--- config.mk ---
export PLATFORM = sky130hd
export DESIGN_NAME = pipe_stage_skid_flat
export DESIGN_NICKNAME = d
export VERILOG_FILES = /design/src/rtl/pipe_pkg.sv /design/src/rtl/pipe_stage_skid_if.sv /design/src/rtl/pipe_entry.sv /design/src/rtl/pipe_stage_skid.sv /design/src/flat_wrapper.sv
export SDC_FILE = /design/constraint.sdc
export NUM_CORES = 1
export LEC_CHECK = 0
export CORE_AREA = 2 2 201 203
export CTS_CLUSTER_SIZE = 20
export DETAILED_ROUTE_END_ITERATION = 8
export DIE_AREA = 0 0 203 205
export PLACE_DENSITY = 0.66
export SYNTH_ARGS = -nofsm -noshare
export SYNTH_HDL_FRONTEND = slang
export SYNTH_SLANG_ARGS = --single-unit
--- constraint.sdc ---
create_clock -name clkIn -period 22.5 [get_ports clkIn]
set_input_delay 3.375 -clock clkIn [delete_from_list [all_inputs] [get_ports clkIn]]
set_output_delay 3.375 -clock clkIn [all_outputs]
set_load 0.005 [all_outputs]
--- src/rtl/pipe_pkg.sv ---
// Shared widths and state encoding for the elastic pipeline-stage registers.
package pipe_pkg;
  localparam int XLEN           = 32;
  localparam int DEF_CTRL_W     = 8;
  localparam int DEF_RD_W       = 5;
  localparam int IFID_PAYLOAD_W = 2 * XLEN;
  localparam int IDEX_PAYLOAD_W = 4 * XLEN;
  localparam int EXMA_PAYLOAD_W = 2 + 5 * XLEN;
  localparam int MAWB_PAYLOAD_W = 2 * XLEN;
  localparam int DEF_PAYLOAD_W  = 3 + 5 * XLEN;

  typedef enum logic [1:0] {
    EMPTY = 2'd0,
    ONE   = 2'd1,
    FULL  = 2'd2
  } state_e;
endpackage

--- src/rtl/pipe_stage_skid_if.sv ---
// Upstream/downstream handshake bundle for pipe_stage_skid.
// PIPE_STAGE_STALL_CNT_EN adds the stallCntOut observation port.
interface pipe_stage_skid_if import pipe_pkg::*; #(
  parameter int CTRL_W    = DEF_CTRL_W,
  parameter int PAYLOAD_W = DEF_PAYLOAD_W,
  parameter int RD_W      = DEF_RD_W
);
  logic                 flushIn;
  logic                 validIn;
  logic                 readyOut;
  logic [CTRL_W-1:0]    ctrSignalsIn;
  logic [PAYLOAD_W-1:0] payloadIn;
  logic [RD_W-1:0]      rdIn;
  logic                 validOut;
  logic                 readyIn;
  logic [CTRL_W-1:0]    ctrSignalsOut;
  logic [PAYLOAD_W-1:0] payloadOut;
  logic [RD_W-1:0]      rdOut;
`ifdef PIPE_STAGE_STALL_CNT_EN
  logic [31:0]          stallCntOut;
`endif

  modport master (
    output flushIn, validIn, ctrSignalsIn, payloadIn, rdIn, readyIn,
    input  readyOut, validOut, ctrSignalsOut, payloadOut, rdOut
`ifdef PIPE_STAGE_STALL_CNT_EN
    , input stallCntOut
`endif
  );

  modport slave (
    input  flushIn, validIn, ctrSignalsIn, payloadIn, rdIn, readyIn,
    output readyOut, validOut, ctrSignalsOut, payloadOut, rdOut
`ifdef PIPE_STAGE_STALL_CNT_EN
    , output stallCntOut
`endif
  );
endinterface

--- src/rtl/pipe_entry.sv ---
// One valid-tagged stage entry; ctrl/rd read back as zero whenever the entry is empty.
module pipe_entry #(
  parameter int CW = 8,
  parameter int PW = 163,
  parameter int RW = 5
) (
  input  logic          clk,
  input  logic          rst,
  input  logic          clear,
  input  logic          load,
  input  logic [CW-1:0] ctrl_d,
  input  logic [PW-1:0] pay_d,
  input  logic [RW-1:0] rd_d,
  output logic          vld,
  output logic [CW-1:0] ctrl_q,
  output logic [PW-1:0] pay_q,
  output logic [RW-1:0] rd_q
);
  logic [CW-1:0] ctrl_r;
  logic [RW-1:0] rd_r;

  // Payload is left untouched on clear so it stays stable through bubbles.
  always_ff @(posedge clk or posedge rst) begin
    if (rst) begin
      vld    <= 1'b0;
      ctrl_r <= '0;
      pay_q  <= '0;
      rd_r   <= '0;
    end else if (clear) begin
      vld    <= 1'b0;
      ctrl_r <= '0;
      rd_r   <= '0;
    end else if (load) begin
      vld    <= 1'b1;
      ctrl_r <= ctrl_d;
      pay_q  <= pay_d;
      rd_r   <= rd_d;
    end
  end

  assign ctrl_q = vld ? ctrl_r : '0;
  assign rd_q   = vld ? rd_r   : '0;
endmodule

--- src/rtl/pipe_stage_skid.sv ---
// Elastic inter-stage register: main entry M drives the outputs, skid entry S absorbs one
// extra item so readyOut comes straight from a flop. PIPE_STAGE_STALL_CNT_EN adds stallCntOut.
module pipe_stage_skid import pipe_pkg::*; #(
  parameter int CTRL_W    = DEF_CTRL_W,
  parameter int PAYLOAD_W = DEF_PAYLOAD_W,
  parameter int RD_W      = DEF_RD_W
) (
  input logic              clkIn,
  input logic              resetIn,
  pipe_stage_skid_if.slave bus
);
  logic                 m_vld, s_vld, accept;
  logic                 m_load, m_clear, s_load, s_clear, m_from_s;
  logic [CTRL_W-1:0]    s_ctrl, m_ctrl_d;
  logic [PAYLOAD_W-1:0] s_pay, m_pay_d;
  logic [RD_W-1:0]      s_rd, m_rd_d;
  state_e               state;

  assign bus.readyOut = ~s_vld;
  assign bus.validOut = m_vld;
  assign accept       = bus.validIn & ~s_vld;

  always_comb begin
    state = m_vld ? (s_vld ? FULL : ONE) : EMPTY;
  end

  // Flush wins over everything and blocks a concurrent accept.
  always_comb begin
    m_load   = 1'b0;
    m_clear  = bus.flushIn;
    s_load   = 1'b0;
    s_clear  = bus.flushIn;
    m_from_s = 1'b0;
    if (!bus.flushIn) begin
      unique case (state)
        EMPTY: m_load = accept;
        ONE: begin
          if (accept) begin
            if (bus.readyIn) m_load = 1'b1;
            else             s_load = 1'b1;
          end else if (bus.readyIn) begin
            m_clear = 1'b1;
          end
        end
        FULL: begin
          if (bus.readyIn) begin
            m_load   = 1'b1;
            m_from_s = 1'b1;
            s_clear  = 1'b1;
          end
        end
        default: ;
      endcase
    end
  end

  assign m_ctrl_d = m_from_s ? s_ctrl : bus.ctrSignalsIn;
  assign m_pay_d  = m_from_s ? s_pay  : bus.payloadIn;
  assign m_rd_d   = m_from_s ? s_rd   : bus.rdIn;

  pipe_entry #(.CW(CTRL_W), .PW(PAYLOAD_W), .RW(RD_W)) u_main (
    .clk(clkIn), .rst(resetIn), .clear(m_clear), .load(m_load),
    .ctrl_d(m_ctrl_d), .pay_d(m_pay_d), .rd_d(m_rd_d),
    .vld(m_vld), .ctrl_q(bus.ctrSignalsOut), .pay_q(bus.payloadOut), .rd_q(bus.rdOut)
  );

  pipe_entry #(.CW(CTRL_W), .PW(PAYLOAD_W), .RW(RD_W)) u_skid (
    .clk(clkIn), .rst(resetIn), .clear(s_clear), .load(s_load),
    .ctrl_d(bus.ctrSignalsIn), .pay_d(bus.payloadIn), .rd_d(bus.rdIn),
    .vld(s_vld), .ctrl_q(s_ctrl), .pay_q(s_pay), .rd_q(s_rd)
  );

`ifdef PIPE_STAGE_STALL_CNT_EN
  logic [31:0] stall_cnt;

  always_ff @(posedge clkIn or posedge resetIn) begin
    if (resetIn)                                      stall_cnt <= '0;
    else if (m_vld && !bus.readyIn && stall_cnt != '1) stall_cnt <= stall_cnt + 32'd1;
  end

  assign bus.stallCntOut = stall_cnt;
`endif
endmodule

--- src/flat_wrapper.sv ---
// flat-port wrapper written by rule: the top's interface ports become plain ports
module pipe_stage_skid_flat import pipe_pkg::*;
#(
  parameter int CTRL_W    = DEF_CTRL_W,
  parameter int PAYLOAD_W = DEF_PAYLOAD_W,
  parameter int RD_W      = DEF_RD_W
)
  (clkIn, resetIn, bus_flushIn, bus_validIn, bus_ctrSignalsIn, bus_payloadIn, bus_rdIn, bus_readyIn, bus_readyOut, bus_validOut, bus_ctrSignalsOut, bus_payloadOut, bus_rdOut);
  pipe_stage_skid_if #(.CTRL_W(CTRL_W), .PAYLOAD_W(PAYLOAD_W), .RD_W(RD_W)) bus_i ();
  input logic clkIn;
  input logic resetIn;
  input wire logic [$bits(bus_i.flushIn)-1:0] bus_flushIn;
  input wire logic [$bits(bus_i.validIn)-1:0] bus_validIn;
  input wire logic [$bits(bus_i.ctrSignalsIn)-1:0] bus_ctrSignalsIn;
  input wire logic [$bits(bus_i.payloadIn)-1:0] bus_payloadIn;
  input wire logic [$bits(bus_i.rdIn)-1:0] bus_rdIn;
  input wire logic [$bits(bus_i.readyIn)-1:0] bus_readyIn;
  output wire logic [$bits(bus_i.readyOut)-1:0] bus_readyOut;
  output wire logic [$bits(bus_i.validOut)-1:0] bus_validOut;
  output wire logic [$bits(bus_i.ctrSignalsOut)-1:0] bus_ctrSignalsOut;
  output wire logic [$bits(bus_i.payloadOut)-1:0] bus_payloadOut;
  output wire logic [$bits(bus_i.rdOut)-1:0] bus_rdOut;
  assign bus_i.flushIn = bus_flushIn;
  assign bus_i.validIn = bus_validIn;
  assign bus_i.ctrSignalsIn = bus_ctrSignalsIn;
  assign bus_i.payloadIn = bus_payloadIn;
  assign bus_i.rdIn = bus_rdIn;
  assign bus_i.readyIn = bus_readyIn;
  assign bus_readyOut = bus_i.readyOut;
  assign bus_validOut = bus_i.validOut;
  assign bus_ctrSignalsOut = bus_i.ctrSignalsOut;
  assign bus_payloadOut = bus_i.payloadOut;
  assign bus_rdOut = bus_i.rdOut;
  pipe_stage_skid #(.CTRL_W(CTRL_W), .PAYLOAD_W(PAYLOAD_W), .RD_W(RD_W)) u_core (.clkIn(clkIn), .resetIn(resetIn), .bus(bus_i));
endmodule
Word level (Yosys, flattened, before mapping). Index checks and enable logic that the tools add are counted.

Equality and inequality tests: 2. Muxes and demuxes: 35. Bitwise gates (word level): 4. Reductions and logical operators: 5.

Operator list (number): $mux W163 (1); $mux W8 (7); $mux W5 (7); $mux W1 (17); $mux W2 (2); $reduce_and A2 Y1 (2); $reduce_bool A2 Y1 (2); $not A1 Y1 (3); $pmux W1 S3 (1); $eq A2 B1 Y1 const B (1); $eq A2 B2 Y1 const B (1); $logic_not A2 Y1 (1); $and A1 B1 Y1 (1).

Bits in registers: 354. Bits of input ports: 181. Output and inout port bits: 178. Word-level logic and storage cells: 54.

Logic depth before layout (Yosys ltp). Gate-level depths: netlist of run 1.

Depth in word-level cells: 8. Mapped depth: 7. Mapped depth without buffers: 3.

Cells and area by module. A second synthesis of run 1 with hierarchy kept.

Cells, all modules: 1015. Area total of the unflattened synthesis: 16734.8 µm².

By module, submodules not included: pipe_entry (instances 2, cells each 405, area each 6982.9 µm², seq. area each 4429.2 µm²); pipe_stage_skid (instances 1, cells each 205, area each 2768.9 µm², seq. area each 0.0 µm²).

Worst setup path after synthesis of run 1. No wires, ideal clock.

Kind: in2reg. Start point: input port bus_readyIn. End point: register u_core.u_main.pay_q[10]. Setup time: 0.125 ns. Arrival time: 4.603 ns. Required time: 22.375 ns. Setup slack: 17.771 ns. Cell stages on the path: 7. Path buffers: 4. Cells stage by stage: buf_6 and2_4 o221a_2 buf_2 buf_6 buf_6 mux2_4.

Longest elaborated chain between the ends: 6. Elaborated cells on any way between the ends: 12. Classes of those cells: mux: 10; bitwise: 1; reduce/logical: 1.

RTL lines: start: declaration (line flat_wrapper.sv:17) `input wire logic [$bits(bus_i.readyIn)-1:0] bus_readyIn;`; $mux W1 (*) (line pipe_stage_skid.sv:39, pipe_stage_skid.sv:41, pipe_stage_skid.sv:46); parallel branches: the longest is 5 deep, another holds $pmux W1 S3; end signal: assignment (line pipe_entry.sv:36) `pay_q <= pay_d;`; end: declaration (line pipe_entry.sv:16) `output logic [PW-1:0] pay_q,`.

Every way passes the cells marked *. A chain may end at the register's enable or synchronous reset.

==> results of run 1 <==
## logic make-up (layout without fill, tap and decap cells)
group / after synthesis / count (layout) / synth area share, %
compound gates: 34 / 34 / 1.90
buf+inv: 68 / 445 / 2.97
mux: 502 / 502 / 37.3
simple gates: 21 / 21 / 1.11
other cells: 0 / 2 / 0
flops: 354 / 354 / 56.7
## layout make-up
cell class                 count  area (sq um)  area share [%]
inverter                       4          22.5           0.108
clock inverter                 8          96.3           0.463
tap                          525           657            3.16
antenna                        2          5.00          0.0241
sequential                   354          8860            42.6
clock buffer                  62          1180            5.69
timing repair buffer         371          3680            17.7
multi-input combinational    557          6300            30.3
## layer usage
layer	global-route usage (%)	up-vias	share of wire, %
met3	6.00	51	7.9
met1	22.5	4745	44
met4	5.11	2	2.1
li1	-	4245	-
met2	27.0	254	46
met5	0	-	0.036
## through the flow
step	cells	hold WS, ns	total power, W	setup WS (ns)	area [sq um]
detailed placement	1811	0.471	0.00128	15.42	19500
global route	1883	0.494	0.00201	15.61	20800
global placement	1811	0.462	0.00127	15.42	19500
finish	1883	0.480	0.00191	16.18	20800
CTS	1881	0.482	0.00194	15.97	20800
floorplan	979	0.449	0.00105	9.30	15600
## cells in the mapped netlist, types with 2 or more instances
| cell type | instances |
|---|---|
| dfrtp_1 | 354 |
| mux2_2 | 312 |
| mux2_1 | 127 |
| mux2_4 | 50 |
| buf_2 | 29 |
| buf_6 | 19 |
| a32o_1 | 13 |
| and2_1 | 13 |
| mux2i_1 | 13 |
| o2bb2ai_1 | 13 |
| buf_4 | 8 |
| clkbuf_1 | 8 |
| inv_1 | 4 |
| a21oi_1 | 3 |
| o21ai_0 | 2 |
## where the power goes
group          switching, W  internal (W)
Sequential        0.0000788      0.000791
Combinational      0.000125      0.000275
Clock              0.000253      0.000384
Total              0.000457       0.00145
## worst max-delay path by stage
stage,startpoint,end,slack [ns],cells past startpoint
2_1_floorplan,resetIn,u_core.u_main.ctrl_r[0]$_DFFE_PP0P_,9.30,1
3_3_place_gp,resetIn,u_core.u_skid.pay_q[115]$_DFFE_PP0P_,15.42,5
3_5_place_dp,resetIn,u_core.u_skid.pay_q[115]$_DFFE_PP0P_,15.42,5
4_1_cts,resetIn,u_core.u_main.pay_q[133]$_DFFE_PP0P_,15.97,5
5_1_grt,resetIn,u_core.u_main.pay_q[126]$_DFFE_PP0P_,15.61,5
6_report,resetIn,u_core.u_main.pay_q[133]$_DFFE_PP0P_,16.18,5
## state kept, by name, summed over array words and instances, names as in the netlist
register              flops
u_core.u_main.ctrl_r      8
u_core.u_main.pay_q     163
u_core.u_main.rd_r        5
u_core.u_main.vld         1
u_core.u_skid.ctrl_r      8
u_core.u_skid.pay_q     163
u_core.u_skid.rd_r        5
u_core.u_skid.vld         1
==> impl_metrics.yaml, run 1 <==
placed_design:
  globalplace.congestion: 0.724
  portBuffers: 358
  hpwl_mm: 23.3
clock_tree:
  cts-hold-fix-buffers: 0
  clock_latency_ns: 0.53
  ctsRootBufferMaster: "clkbuf_16"
  cts_max_level: 2
  ctsResizeCount: 0
  cts_tree: "built"
  clkTransAtPathRegs_ns: 0.05
  cts.sinks: 354
  clock_path_buffers: 3
  numCtsBuffers: 41
  post_cts_buffers: 0
timing:
  tns_ns: 0
  fmax_mhz: 158
  hold_viol: 0
  post-route-min-period_ns: 6.32
  worstMarginPinSlew_ns: 1.02
  min_period_over_period_pct: 28.1
  finalClockSkew_ns: 0.00990
  slew-limit-headroom_pct: 31.8
  rsz0062_at_grt: "no"
  setup_viol: 0
  slew_viol_final: 0
hold_path:
  hold_path_startpoint: "u_core.u_skid.pay_q[121]$_DFFE_PP0P_"
  hp-class: "reg2reg"
  min_to: "u_core.u_skid.pay_q[121]$_DFFE_PP0P_"
  min_path_cells: 1
global_routing:
  grt_pass1_vias: 10066
  antenna_found_initial: 3
  grt_usage_pct: 17.2
  grt_pass1_wl_mm: 56.6
  gr-total-overflow: 0
  grt_max_degree: 87
cells_and_area:
  fin_nets: 1510
  final_common_cell: "clkdlybuf4s50_1"
  area_growth_pct: 33.2
  drive_gt1_share_pct: 32.3
  fillCellCount: 3273
  utilization_pct: 52.9
  layout_common_cells: "358 x clkdlybuf4s50_1, 354 x dfrtp_1, 312 x mux2_2"
floorplan:
  coreArea_sq_um: 39400
  die_area_sq_um: 41600
  placementRows: 73
  start_util_pct: 39.7
  ios: 359
  fp.dieW_um: 203
  die-height_um: 205
pwr:
  ir_drop_mv: 0.0613
  p_leak_nw: 8.89
  p_per_area_nw_per_um2: 91.6
yosys:
  yosysTopAreaCell: "dfrtp_1"
  yosysSeqAreaShare_pct: 56.7
  yosysWarnings: 0
  syn_nets: 1160
  async_flop_share_pct: 100
  synth-edff-count: 0
  netlist_instances: 979
  synth.area.top_cells: "dfrtp_1 57%, mux2_2 22%, mux2_1 9.2%, mux2_4 4.8%, buf_6 1.4%"
  synthFlopType: "dfrtp_1"
  synth_top_area_share_pct: 56.7
  syn_area_per_cell_sq_um: 16.0
  ys_seq_elements: 354
  synth.distinct_cells: 26
  synth_area_sq_um: 15600
critical_path:
  r2r-start: "u_core.u_main.vld$_DFFE_PP0P_"
  cp_common_cell: "buf_4"
  criticalPathCategory: "in2async"
  crit_slowest_cell: "buf_4"
  worstSetupEndpointType: "async pin"
  crit_arrival_ns: 6.85
  r2r_cells: 5
  path_buf_inv: 5
  path_cells: "clkdlybuf4s50_1 -> inv_8 -> buf_4 -> buf_4 -> buf_4"
  required_ns: 23.03
  ff2ff_setup_slack_ns: 19.12
  crit_family: "buffers and inverters"
  startpoint_type: "input pin"
  worstPathMaxFanout: 86
  r2r_end: "u_core.u_main.pay_q[70]$_DFFE_PP0P_"
  slowest_delay_ns: 0.80
detailed_routing:
  first_iter_violations: 333
  drcViolationCount: 0
  routed_wl_mm: 35.9
  wire_per_inst_um: 19.0
  dr.pass1.iters: 6
  ant_nets: 0
  viasPerCell: 4.94
  dr_total_vias: 9297
outcome:
  status: "completed"
job:
  cap_violations: 0
(Power assumes the default switching activity.)
==> run 2: changes to the inputs <==
- clock period: 22.5 -> 6 ns (I/O delays scaled with it)
==> run 2 against run 1 <==
  * Non-clock buffer count unchanged
  * Register-to-register slack got worse by 16 ns
  * Count of clock-buffer cells in the layout grew 2
  * Final area grew 0.31%
  * Clock skew about the same
  * Sequential power rose to 3.7 times the previous value
  * Via count about the same
  * Utilization rose by 0.16 points
  * Critical path type is now in2reg
  * Highest routed layer unchanged
==> impl_metrics.yaml, run 2 (synthesis gave the netlist of run 1 again) <==
detailed_routing:
  routed_wl_mm: 36.1
  ant_nets: 0
  drcViolationCount: 0
  wire_per_inst_um: 19.1
  dr.pass1.iters: 4
  dr_total_vias: 9288
  viasPerCell: 4.93
  first_iter_violations: 368
pwr:
  ir_drop_mv: 0.232
  power_w: 0.00715
  p_per_area_nw_per_um2: 342
  p_leak_nw: 8.91
clock_tree:
  ctsRootBufferMaster: "clkbuf_16"
  post_cts_buffers: 0
  clkTransAtPathRegs_ns: 0.06
  clock_path_buffers: 3
  cts_max_level: 2
  cts-hold-fix-buffers: 0
  numCtsBuffers: 41
  cts.sinks: 354
  cts_tree: "built"
  clock_latency_ns: 0.54
  ctsResizeCount: 0
global_routing:
  grt_use_met2_pct: 27.8
  gr-usage-met3_pct: 6.16
  grt_max_degree: 145
  grt_usage_pct: 17.4
  grt_pass1_vias: 10076
  grt_pass1_wl_mm: 57.1
  gr-total-overflow: 0
  globalRoute.busiestLayer: "met2"
  grt_use_met1_pct: 22.1
  antenna_found_initial: 3
critical_path:
  startpoint_type: "input pin"
  worstSetupEndpointType: "flip-flop"
  crit_family: "buffers and inverters"
  crit_arrival_ns: 3.67
  path_buf_inv: 3
  path_cells: "clkdlybuf4s50_1 -> inv_1 -> o221a_4 -> buf_4 -> mux2_2"
  criticalPathCategory: "in2reg"
  worstPathMaxFanout: 39
  ff2ff_setup_slack_ns: 3.19
  crit_slowest_cell: "o221a_4"
  slowest_delay_ns: 0.89
  required_ns: 6.43
outcome:
  status: "completed"
placed_design:
  globalplace.congestion: 0.738
  place_ws_ns: 2.13
  hpwl_mm: 23.3
  dp_cells: 1811
  portBuffers: 358
floorplan:
  die_area_sq_um: 41600
  fp.dieW_um: 203
  ios: 359
  start_util_pct: 39.7
  coreArea_sq_um: 39400
  die-height_um: 205
  placementRows: 73
hold_path:
  hp-class: "reg2reg"
cells_and_area:
  drive_gt1_share_pct: 32.4
  top_regs: "u_core.u_main.pay_q (163), u_core.u_skid.pay_q (163)"
  instances_no_fill: 1884
  area_growth_pct: 33.6
  fin_nets: 1510
  final_common_cell: "clkdlybuf4s50_1"
  layout_common_cells: "358 x clkdlybuf4s50_1, 354 x dfrtp_1, 312 x mux2_2"
timing:
  worst_slack_ns: 2.76
  hold_slack_ns: 0.480
  worstMarginPinSlew_ns: 1.23
  rsz0062_at_grt: "no"
  hold_viol: 0
  min_period_over_period_pct: 53.9
  fmax_mhz: 309
  slew_viol_final: 0
  post-route-min-period_ns: 3.24
  setup_viol: 0
  tns_ns: 0
  finalClockSkew_ns: 0.00970
  slew-limit-headroom_pct: 18.2
job:
  cap_violations: 0
==> run 2: power by group <==
| part | internal, W | total [W] | switching [W] |
|---|---|---|---|
| clock | 0.00142 | 0.00238 | 0.000962 |
| sequential | 0.00297 | 0.00326 | 0.000296 |
| combinational | 0.00103 | 0.00150 | 0.000470 |
==> run 2: metal layers <==
metal  wire length (um)  vias up
met3               2930       59
met2              17000      247
met5                 16        -
met1              15300     4729
li1                   -     4251
met4                861        2
==> run 2: final cells by class <==
cell class              instances  area, sq um
well taps                     525          657
inverters                       4         18.8
clock inverters                 7         41.3
fillers                      3345        18500
clock buffers                  64         1240
diodes                          2         5.00
repair buffers                371         3740
multi-input cells             557         6300
flip-flops and latches        354         8860
==> run 2: worst paths after layout <==
| path | to | cells after the start | start |
|---|---|---|---|
| min in group asynchronous | u_core.u_skid.pay_q[36]$_DFFE_PP0P_ | 2 | resetIn |
| hold reg to reg | u_core.u_skid.pay_q[89]$_DFFE_PP0P_ | 1 | u_core.u_skid.pay_q[89]$_DFFE_PP0P_ |
| setup reg to reg | u_core.u_main.pay_q[82]$_DFFE_PP0P_ | 4 | u_core.u_main.vld$_DFFE_PP0P_ |
| hold / removal | u_core.u_skid.pay_q[89]$_DFFE_PP0P_ | 1 | u_core.u_skid.pay_q[89]$_DFFE_PP0P_ |
| setup / recovery | u_core.u_main.pay_q[82]$_DFFE_PP0P_ | 5 | bus_flushIn |
| max in group asynchronous | u_core.u_main.pay_q[112]$_DFFE_PP0P_ | 3 | resetIn |
==> run 2: metrics by stage <==
stage / instance area (sq um) / utilization, %
after floorplan: 15600 / -
after CTS: 20900 / 53.0
after global placement: 19600 / 49.7
final: 20900 / 53.0
after global routing: 20900 / 53.0
after detailed placement: 19600 / 49.7
==> run 2: worst reg2reg max path, cell delays in order, from the launching register on <==
cell and delay [ns]:
dfrtp_1 0.75, and2_4 0.29, o221a_4 0.79, buf_4 0.48, mux2_2 0.39
